`src/rtl/regfile_arb_pkg.sv`:
```
// Shared types and defaults for the register-file write-port arbiter.
package regfile_arb_pkg;

  typedef enum logic {
    IDLE   = 1'b0,
    LOCKED = 1'b1
  } arb_state_t;

  localparam int ARB_W        = 8;
  localparam int ARB_D        = 4;
  localparam int ARB_N        = 3;
  localparam int ARB_MAX_LOCK = 8;

  function automatic int unsigned mod_inc(input int unsigned v, input int unsigned n);
    return (v + 1 >= n) ? 0 : v + 1;
  endfunction

endpackage

```
`src/rtl/regfile_write_arbiter_rr_priority_pick.sv`:
```
// Combinational round-robin picker: first set request at or after start_i, wrapping mod N.
module rr_priority_pick #(
  parameter int N  = 3,
  parameter int IW = 2
) (
  input  logic [N-1:0]  req_i,
  input  logic [IW-1:0] start_i,
  output logic [N-1:0]  pick_o,
  output logic [IW-1:0] idx_o,
  output logic          valid_o
);

  always_comb begin
    int pos;
    pos     = 0;
    pick_o  = '0;
    idx_o   = '0;
    valid_o = 1'b0;
    for (int k = 0; k < N; k++) begin
      pos = int'(start_i) + k;
      if (pos >= N) pos = pos - N;
      if (!valid_o && req_i[pos]) begin
        valid_o = 1'b1;
        idx_o   = IW'(pos);
      end
    end
    if (valid_o) pick_o[idx_o] = 1'b1;
  end

endmodule

```
`src/rtl/regfile_write_arbiter.sv`:
```
// Round-robin arbiter for the register-file write port with start priority and burst locking.
// Gnt is combinational; WriteEn/Waddr/DataIn are registered one cycle after the grant.
module regfile_write_arbiter
  import regfile_arb_pkg::*;
#(
  parameter int W        = ARB_W,
  parameter int D        = ARB_D,
  parameter int N        = ARB_N,
  parameter int MAX_LOCK = ARB_MAX_LOCK
) (
  input  logic                 Clk_i,
  input  logic                 Reset_i,
  input  logic                 start_i,
  input  logic [N-1:0]         Req_i,
  input  logic [N-1:0]         Lock_i,
  input  logic [N*D-1:0]       ReqAddr_i,
  input  logic [N*W-1:0]       ReqData_i,
  output logic [N-1:0]         Gnt_o,
  output logic                 WriteEn_o,
  output logic [D-1:0]         Waddr_o,
  output logic [W-1:0]         DataIn_o,
  output logic [$clog2(N)-1:0] LockedOwner_o,
  output logic                 Locked_o
);

  localparam int IW = $clog2(N);
  localparam int CW = $clog2(MAX_LOCK + 1);
  localparam logic [CW-1:0] CNT_LAST = CW'(MAX_LOCK - 1);

  arb_state_t    state_q, state_d;
  logic [IW-1:0] ptr_q, ptr_d;
  logic [IW-1:0] owner_q, owner_d;
  logic [CW-1:0] cnt_q, cnt_d;
  logic          we_q;
  logic [D-1:0]  waddr_q;
  logic [W-1:0]  wdata_q;

  logic [N-1:0]  rr_pick;
  logic [IW-1:0] rr_idx;
  logic          rr_valid;

  logic [N-1:0]  gnt;
  logic          grant;
  logic [IW-1:0] win;
  logic [D-1:0]  sel_addr;
  logic [W-1:0]  sel_data;

  rr_priority_pick #(
    .N  (N),
    .IW (IW)
  ) u_pick (
    .req_i   (Req_i),
    .start_i (ptr_q),
    .pick_o  (rr_pick),
    .idx_o   (rr_idx),
    .valid_o (rr_valid)
  );

  always_comb begin
    state_d = state_q;
    ptr_d   = ptr_q;
    owner_d = owner_q;
    cnt_d   = cnt_q;
    gnt     = '0;
    grant   = 1'b0;
    win     = '0;
    if (Reset_i) begin
      case (state_q)
        IDLE: begin
          if (start_i && Req_i[0]) begin
            grant  = 1'b1;
            win    = '0;
            gnt[0] = 1'b1;
          end else if (rr_valid) begin
            grant = 1'b1;
            win   = rr_idx;
            gnt   = rr_pick;
            ptr_d = IW'(mod_inc(int'(rr_idx), N));
          end
          if (grant && Lock_i[win] && MAX_LOCK > 1) begin
            state_d = LOCKED;
            owner_d = win;
            cnt_d   = CW'(1);
          end
        end
        LOCKED: begin
          if (start_i && Req_i[0] && owner_q != '0) begin
            grant   = 1'b1;
            win     = '0;
            gnt[0]  = 1'b1;
            state_d = IDLE;
            cnt_d   = '0;
          end else begin
            if (Req_i[owner_q]) begin
              grant        = 1'b1;
              win          = owner_q;
              gnt[owner_q] = 1'b1;
            end
            if (!Lock_i[owner_q]) begin
              state_d = IDLE;
              cnt_d   = '0;
            end else if (grant && cnt_q == CNT_LAST) begin
              // Burst has used its full allowance: hand the port on fairly.
              state_d = IDLE;
              cnt_d   = '0;
              ptr_d   = IW'(mod_inc(int'(owner_q), N));
            end else if (grant) begin
              cnt_d = cnt_q + CW'(1);
            end
          end
        end
        default: state_d = IDLE;
      endcase
    end
  end

  always_comb begin
    sel_addr = '0;
    sel_data = '0;
    for (int i = 0; i < N; i++) begin
      if (win == IW'(i)) begin
        sel_addr = ReqAddr_i[i*D +: D];
        sel_data = ReqData_i[i*W +: W];
      end
    end
  end

  always_ff @(posedge Clk_i) begin
    if (!Reset_i) begin
      state_q <= IDLE;
      ptr_q   <= '0;
      owner_q <= '0;
      cnt_q   <= '0;
      we_q    <= 1'b0;
      waddr_q <= '0;
      wdata_q <= '0;
    end else begin
      state_q <= state_d;
      ptr_q   <= ptr_d;
      owner_q <= owner_d;
      cnt_q   <= cnt_d;
      we_q    <= grant;
      if (grant) begin
        waddr_q <= sel_addr;
        wdata_q <= sel_data;
      end
    end
  end

  assign Gnt_o         = gnt;
  assign WriteEn_o     = we_q;
  assign Waddr_o       = waddr_q;
  assign DataIn_o      = wdata_q;
  assign LockedOwner_o = owner_q;
  assign Locked_o      = (state_q == LOCKED);

endmodule

```
`config.mk`:
```
export PLATFORM = sky130hd
export DESIGN_NAME = regfile_write_arbiter
export DESIGN_NICKNAME = d
export VERILOG_FILES = /design/src/rtl/regfile_arb_pkg.sv /design/src/rtl/regfile_write_arbiter_rr_priority_pick.sv /design/src/rtl/regfile_write_arbiter.sv
export SDC_FILE = /design/constraint.sdc
export NUM_CORES = 1
export LEC_CHECK = 0
export BUFFER_PORTS_ARGS = -buffer_cell sky130_fd_sc_hd__buf_2
export CELL_PAD_IN_SITES_DETAIL_PLACEMENT = 0
export CELL_PAD_IN_SITES_GLOBAL_PLACEMENT = 1
export CORE_AREA = 4 4 80 82
export CTS_BUF_LIST = sky130_fd_sc_hd__clkbuf_4
export CTS_CLUSTER_SIZE = 16
export DETAILED_ROUTE_END_ITERATION = 7
export DIE_AREA = 0 0 84 86
export PLACE_DENSITY = 0.72
export SETUP_SLACK_MARGIN = 0.02
export SLEW_MARGIN = 40
export SYNTH_ARGS = -nofsm -noshare
export SYNTH_HDL_FRONTEND = slang
export SYNTH_SLANG_ARGS = --single-unit
```
`constraint.sdc`:
```
create_clock -name Clk_i -period 5.5 [get_ports Clk_i]
set_clock_uncertainty 0.05 [all_clocks]
set_input_delay 0.55 -clock Clk_i [delete_from_list [all_inputs] [get_ports Clk_i]]
set_output_delay 0.55 -clock Clk_i [all_outputs]
set_load 0.005 [all_outputs]
```
==> metrics.csv, run 1 <==
metric,value,unit
outcome,completed,
synth_top_area_frac,0.267,
drv_slew,0,
clock_latency,0.33,ns
fill_cells,630,
crit_type,reg -> out,
yosysWarnings,0,
h-tree-depth,1,
die_w,84,um
worstPathMaxFanout,14,
placed_area,2020,sq um
core_area,5750,sq um
ctsHoldBuffers,0,
rsz0062_at_grt,no,
grt_use_total,0.133,
netlist_area,1650,sq um
hold_path_class,in -> reg,
cp-start-kind,flop,
ys.flop_type,dfxtp_1,
fmaxAchievable,0.264,GHz
grt_max_degree,18,
maxSlewHeadroom,0.593,
final_area,2070,sq um
rrSetupSlack,2.38,ns
clk_path_buf_depth,2,
cp.arrival,3.18,ns
worstHoldStart,ReqAddr_i[11],
wl_per_cell,14.5,um
overflow,0,
cts_resized,0,
synthCells,203,
area_growth_syn_to_layout,25.9,%
synth-xor-area-share,0,
netlist.top_cell.by_area,dfxtp_1,
die_y,86,um
gp_congestion,0.811,
initial_core_util,0.287,
drt_wl_total,4.87,mm
portBuffers,63,
fin_setup_tns,0,ns
first_iter_violations,112,
setup_viol,0,
cts_buffers,3,
maxCapViolations,0,
vias,1686,
ys_ff_latch,22,
n_antenna_cell,0,
r2r-start,ptr_q[0],
tightestPinTransition,0.606,ns
critPathRequiredTime,4.90,ns
end_kind,primary output,
syn_nets,253,
drc_errors,0,
hpwl,3.83,mm
worstReg2RegEnd,DataIn_o[3],
nets,313,
pre_cts_slack,2.07,ns
grt_pass1_wl,7.89,mm
synth_cell_types,53,
hold_viol,0,
synth.area.mux_share,0.112,
synth_compound_area_frac,0.288,
clk_pin_slew,0.15,ns
yosys.area_share.adder,0.0380,
grt_pass1_vias,1629,
period_share,0.688,
layout-drive-gt1-share,0.321,
layout_setup_ws,1.72,ns
synth_top_family_by_area,compound AO/OA/AOI/OAI gates,
synthArstFlopShare,0,
finalCriticalPeriod,3.78,ns
cts_root_buffer,clkbuf_4,
yosys.area_share.simple,0.248,
p_per_area,478,nW/um^2
hold_depth,3,
vdd_drop_max,0.000184,V
syn_avg_cell_area,8.11,sq um
pin_count,64,
yosysSeqAreaShare,0.267,
r2r_cells,10,
via_per_inst,5.00,
antenna_found_initial,0,
synth_edf_count,0,
min_to,Waddr_o[3],
clock_sinks,22,
p_total,0.000992,W
die_area,7220,sq um
yosys-top-cells-area,"dfxtp_1 27%, mux2i_1 8.5%, nand2_1 5.0%, and2_1 4.6%, a21oi_1 4.0%",
num_rows,28,
ant_nets,0,
cts_setup_buffers,0,
firstDrtPassIters,4,
cts_tree,yes,
leakage,0.915,nW
[registers in the layout, indices dropped and copies added, names as in the netlist]
| register | flops |
|---|---|
| cnt_q | 4 |
| ptr_q | 2 |
| WriteEn_o | 1 |
| DataIn_o | 8 |
| LockedOwner_o | 2 |
| Locked_o | 1 |
| Waddr_o | 4 |
[where the power goes]
part | internal, W | switching, W | total, W
clock | 0.0000738 | 0.0000558 | 0.000130
sequential | 0.000223 | 0.0000547 | 0.000278
combinational | 0.000255 | 0.000329 | 0.000584
total | 0.000552 | 0.000440 | 0.000992
[worst max-delay path: stages (launching register included)]
cell      delay (ns)
dfxtp_1         0.41
inv_1           0.08
ha_1            0.39
nand3b_1        0.14
or2_1           0.28
a211o_1         0.48
a21oi_1         0.42
o21ai_1         0.26
inv_2           0.23
buf_2           0.15
[worst max-delay path by stage]
stage               startpoint  endpoint  slack (ns)  cells after the start
floorplan             ptr_q[0]  Gnt_o[1]        2.77                     10
global placement      ptr_q[0]  Gnt_o[2]        2.12                      9
detailed placement    ptr_q[0]  Gnt_o[2]        2.07                      9
CTS                   ptr_q[0]  Gnt_o[2]        1.69                      9
global route          ptr_q[0]  Gnt_o[2]        1.37                      9
finish                ptr_q[0]  Gnt_o[2]        1.72                      9
[cells by family (layout without fill, tap and decap cells)]
group | after synthesis | after routing
fa+ha+maj | 5 | 5
flops | 22 | 22
mux | 18 | 18
simple gates | 76 | 76
compound gates | 65 | 65
buf+inv | 17 | 76
[per-layer routing]
metal	vias to the layer above	track usage	wire length [um]
met3	4	0.0134	103
met4	0	0.0365	36
met1	800	0.179	2270
li1	860	-	-
met5	-	0	0
met2	22	0.228	2460
[layout by cell type, fill, tap and decap left out, types with 3 or more instances in the layout]
cell	count
nor4_1	3
buf_2	63
clkbuf_4	3
mux2i_1	14
nand2b_1	3
nand3_1	5
o21ai_1	11
dfxtp_1	22
a22oi_1	8
ha_1	5
mux2_2	3
nor2_1	10
nor2b_1	4
inv_1	7
nor3_1	4
nand2_1	22
and2_1	12
o21ai_0	10
a21oi_1	12
[metrics by stage]
step                utilization  cells  hold slack (ns)
detailed placement        0.352    333            0.420
floorplan                     -    203            0.398
global route              0.361    337            0.392
global placement          0.351    333            0.415
finish                    0.361    337            0.371
CTS                       0.361    337            0.371
[Yosys cell counts, types with 2 or more instances]
| cell type | number |
|---|---|
| a21o_1 | 2 |
| a21oi_1 | 13 |
| a22oi_1 | 8 |
| and2_1 | 12 |
| clkbuf_1 | 5 |
| dfxtp_1 | 22 |
| ha_1 | 5 |
| inv_1 | 7 |
| mux2_2 | 3 |
| mux2i_1 | 14 |
| nand2_1 | 22 |
| nand2b_1 | 3 |
| nand3_1 | 5 |
| nand3b_1 | 2 |
| nor2_1 | 10 |
| nor2_2 | 2 |
| nor2b_1 | 4 |
| nor3_1 | 4 |
| nor4_1 | 3 |
| o211ai_1 | 2 |
| o21ai_0 | 10 |
| o21ai_1 | 11 |
| o221a_1 | 2 |
| o2bb2ai_1 | 2 |
| o31ai_4 | 2 |
[final cells by class]
type / count / area (sq um) / share of cell area
tap: 75 / 93.8 / 0.0453
timing repair buffer: 64 / 323 / 0.156
clock inverter: 1 / 30.0 / 0.0145
multi-input combinational: 164 / 1130 / 0.547
inverter: 8 / 30.0 / 0.0145
sequential: 22 / 440 / 0.212
clock buffer: 3 / 22.5 / 0.0109
(Power assumes the default switching activity.)
==> inputs of run 2 (changes only) <==
ABC_AREA = 1   (was default)
CORE_AREA = 4 4 78 80   (was 4 4 80 82)
DIE_AREA = 0 0 82 84   (was 0 0 84 86)
PLACE_DENSITY = 0.8   (was 0.72)
clock period = 3.35 ns   (was 5.5 ns; I/O delays follow)
==> run 2 against run 1 <==
Against the previous run: setup slack worse by 1.1 ns; via count up 4.5%; non-clock buffer count down 1; sequential cell count unchanged; sequential power up 53%.
==> metrics.csv, run 2 <==
metric,value,unit,change
outcome,completed,,
synth_top_area_frac,0.280,,+0.0130
end_kind,primary output,,
cts_buffers,3,,unchanged
yosys-top-cells-area,"dfxtp_1 28%, nand2_1 21%, nand3_1 12%, inv_1 4.5%, ha_1 4.0%",,
setup_viol,0,,unchanged
synth_most_common_cell,nand2_1,,
pin_count,64,,unchanged
wl_per_cell,11.3,um,-22%
grt_pass1_wl,7.30,mm,-7.5%
clk_path_buf_depth,2,,unchanged
worstReg2RegEnd,DataIn_o[3],,
dp_cells,382,,+15%
ys.flop_type,dfxtp_1,,
r2r_cells,14,,+4
placed_area,1950,sq um,-3.6%
period_share,0.823,,
die_area,6890,sq um,-4.7%
clock_latency,0.30,ns,-0.03 ns
final_common_cell,nand2_1,,
hpwl,3.57,mm,-6.9%
synth_edf_count,0,,unchanged
synth_cell_types,29,,-45%
maxSlewHeadroom,0.641,,+0.0483
mostFrequentLayoutCells,"88 x nand2_1, 63 x buf_2, 38 x nand3_1",,
syn_avg_cell_area,6.23,sq um,-23%
fin_setup_tns,0,ns,unchanged
hold_depth,3,,unchanged
ys_top_cells_by_count,"88 x nand2_1, 38 x nand3_1, 22 x dfxtp_1",,
gp_congestion,0.840,,+3.5%
utilization,0.365,,+0.00443
fmaxAchievable,0.363,GHz,
vdd_drop_max,0.000271,V,+47%
netlist_area,1570,sq um,-4.6%
min_to,DataIn_o[7],,
yosysSeqAreaShare,0.280,,+0.0130
die_y,84,um,-2.3%
clk_pin_slew,0.12,ns,-0.03 ns
first_iter_violations,104,,-7.1%
maxCapViolations,0,,unchanged
worstHoldStart,ReqData_i[23],,
layoutNonFillerInstCount,386,,+15%
max_stage_delay,0.40,ns,-0.08 ns
via_per_inst,4.56,,-8.8%
portBuffers,63,,unchanged
cp-start-kind,flop,,
whs,0.262,ns,-0.109 ns
cts_tree,yes,,
grt_max_degree,23,,+5
worstPathMaxFanout,10,,-4
synthArstFlopShare,0,,unchanged
area_growth_syn_to_layout,25.7,%,
leakage,1.04,nW,+14%
tightestPinTransition,0.538,ns,-0.0674 ns
critPathRequiredTime,2.96,ns,-1.94 ns
r2r-start,ptr_q[0],,
p_per_area,762,nW/um^2,+59%
crit_type,reg -> out,,
overflow,0,,unchanged
ys_ff_latch,22,,unchanged
layout-drive-gt1-share,0.283,,-0.0372
cts_setup_buffers,0,,unchanged
vias,1762,,+4.5%
firstDrtPassIters,4,,unchanged
final_area,1970,sq um,-4.8%
num_rows,27,,-3.6%
cp.depth,15,,+6
ctsHoldBuffers,0,,unchanged
cp_slowest_cell,ha_1,,
cp_common_cell,nand2_2,,
h-tree-depth,1,,unchanged
grt_pass1_vias,1686,,+3.5%
netlist.top_cell.by_area,dfxtp_1,,
grt_use_total,0.129,,-0.00452
drv_slew,0,,unchanged
largest_reg_flops,8,,unchanged
core_area,5410,sq um,-5.9%
initial_core_util,0.291,,+0.00392
drt_wl_total,4.35,mm,-11%
finalCriticalPeriod,2.76,ns,
crit_buf_inv,5,,+2
crit_chain,inv_1 -> ha_1 -> inv_1 -> nand2_1 -> nand2_2 -> a21oi_4 -> nand4_1 -> nand2_1 -> nand2_2 -> nand2_2 -> nand2_4 -> clkinv_4 -> nand2_4 -> inv_4 -> buf_2,,
drc_errors,0,,unchanged
rsz0062_at_grt,no,,
synthCells,252,,+24%
hold_path_class,in -> reg,,
syn_nets,302,,+19%
cts_resized,0,,unchanged
critical-path-top-delay-family,simple AND/OR/NAND/NOR gates,,
cts_root_buffer,clkbuf_4,,
clock_sinks,22,,unchanged
ant_nets,0,,unchanged
yosysWarnings,0,,unchanged
rrSetupSlack,0.89,ns,-1.49 ns
nets,365,,+17%
hold_viol,0,,unchanged
cp.arrival,2.37,ns,-0.81 ns
die_w,82,um,-2.4%
n_antenna_cell,0,,unchanged
antenna_found_initial,0,,unchanged
run 2: cell types whose count changed in the layout (fill, tap and decap cells not counted), moves of 7 or more:
cell	before	now
nand3_1	5	38
nand2_2	0	10
and2_1	12	0
o21ai_1	11	4
nand2_1	22	88
mux2i_1	14	0
inv_1	7	19
a22oi_1	8	0
run 2: final cells by class:
class                           count  area [sq um]
Clock buffer                        3          22.5
Clock inverter                      1          3.75
Fill cell                         631          3430
Inverter                           24          97.6
Multi-Input combinational cell    201          1000
Sequential cell                    22           440
Tap cell                           72          90.1
Timing Repair Buffer               63           315
run 2: routing by layer:
metal,track usage,routed length (um),vias up
li1,-,-,948
met1,0.181,2150,745
met2,0.189,1790,65
met3,0.0335,367,4
met4,0.0408,36,0
met5,0,0,-
run 2: stage by stage:
step / power, W / setup slack, ns
floorplan: 0.00113 / 1.26
global placement: 0.00140 / 0.921
detailed placement: 0.00139 / 0.886
CTS: 0.00152 / 0.573
global route: 0.00167 / 0.355
finish: 0.00151 / 0.592
run 2: worst max path at each step:
stage	slack, ns	from	end
floorplan	1.26	ptr_q[0]	Gnt_o[2]
global route	0.36	ptr_q[0]	Gnt_o[2]
finish	0.59	ptr_q[0]	Gnt_o[2]
detailed placement	0.89	ptr_q[0]	DataIn_o[3]
CTS	0.57	ptr_q[0]	Gnt_o[2]
global placement	0.92	ptr_q[0]	DataIn_o[3]
run 2: worst register-to-register path: cells and delay by family (launching register included):
| family | cells | cell delay [ns] |
|---|---|---|
| simple gates | 7 | 0.91 |
| buf+inv | 3 | 0.40 |
| flops | 1 | 0.39 |
| fa+ha+maj | 1 | 0.39 |
| compound gates | 3 | 0.22 |
run 2: logic make-up after synthesis:
kind of cell             after synthesis  synth area share
AND/OR/NAND/NOR                      161             0.471
AO/OA/AOI/OAI                         34             0.124
buffers and inverters                 29            0.0797
flip-flops                            22             0.280
adder cells (fa/ha/maj)                5            0.0398
XOR/XNOR                               1           0.00558
run 2: power by group:
group	internal (W)	leakage, nW	switching, W	total, W
clock	0.0000433	0.0154	0.0000772	0.000121
combinational	0.000345	0.846	0.000616	0.000961
sequential	0.000357	0.182	0.0000667	0.000424
total	0.000746	1.04	0.000760	0.00151
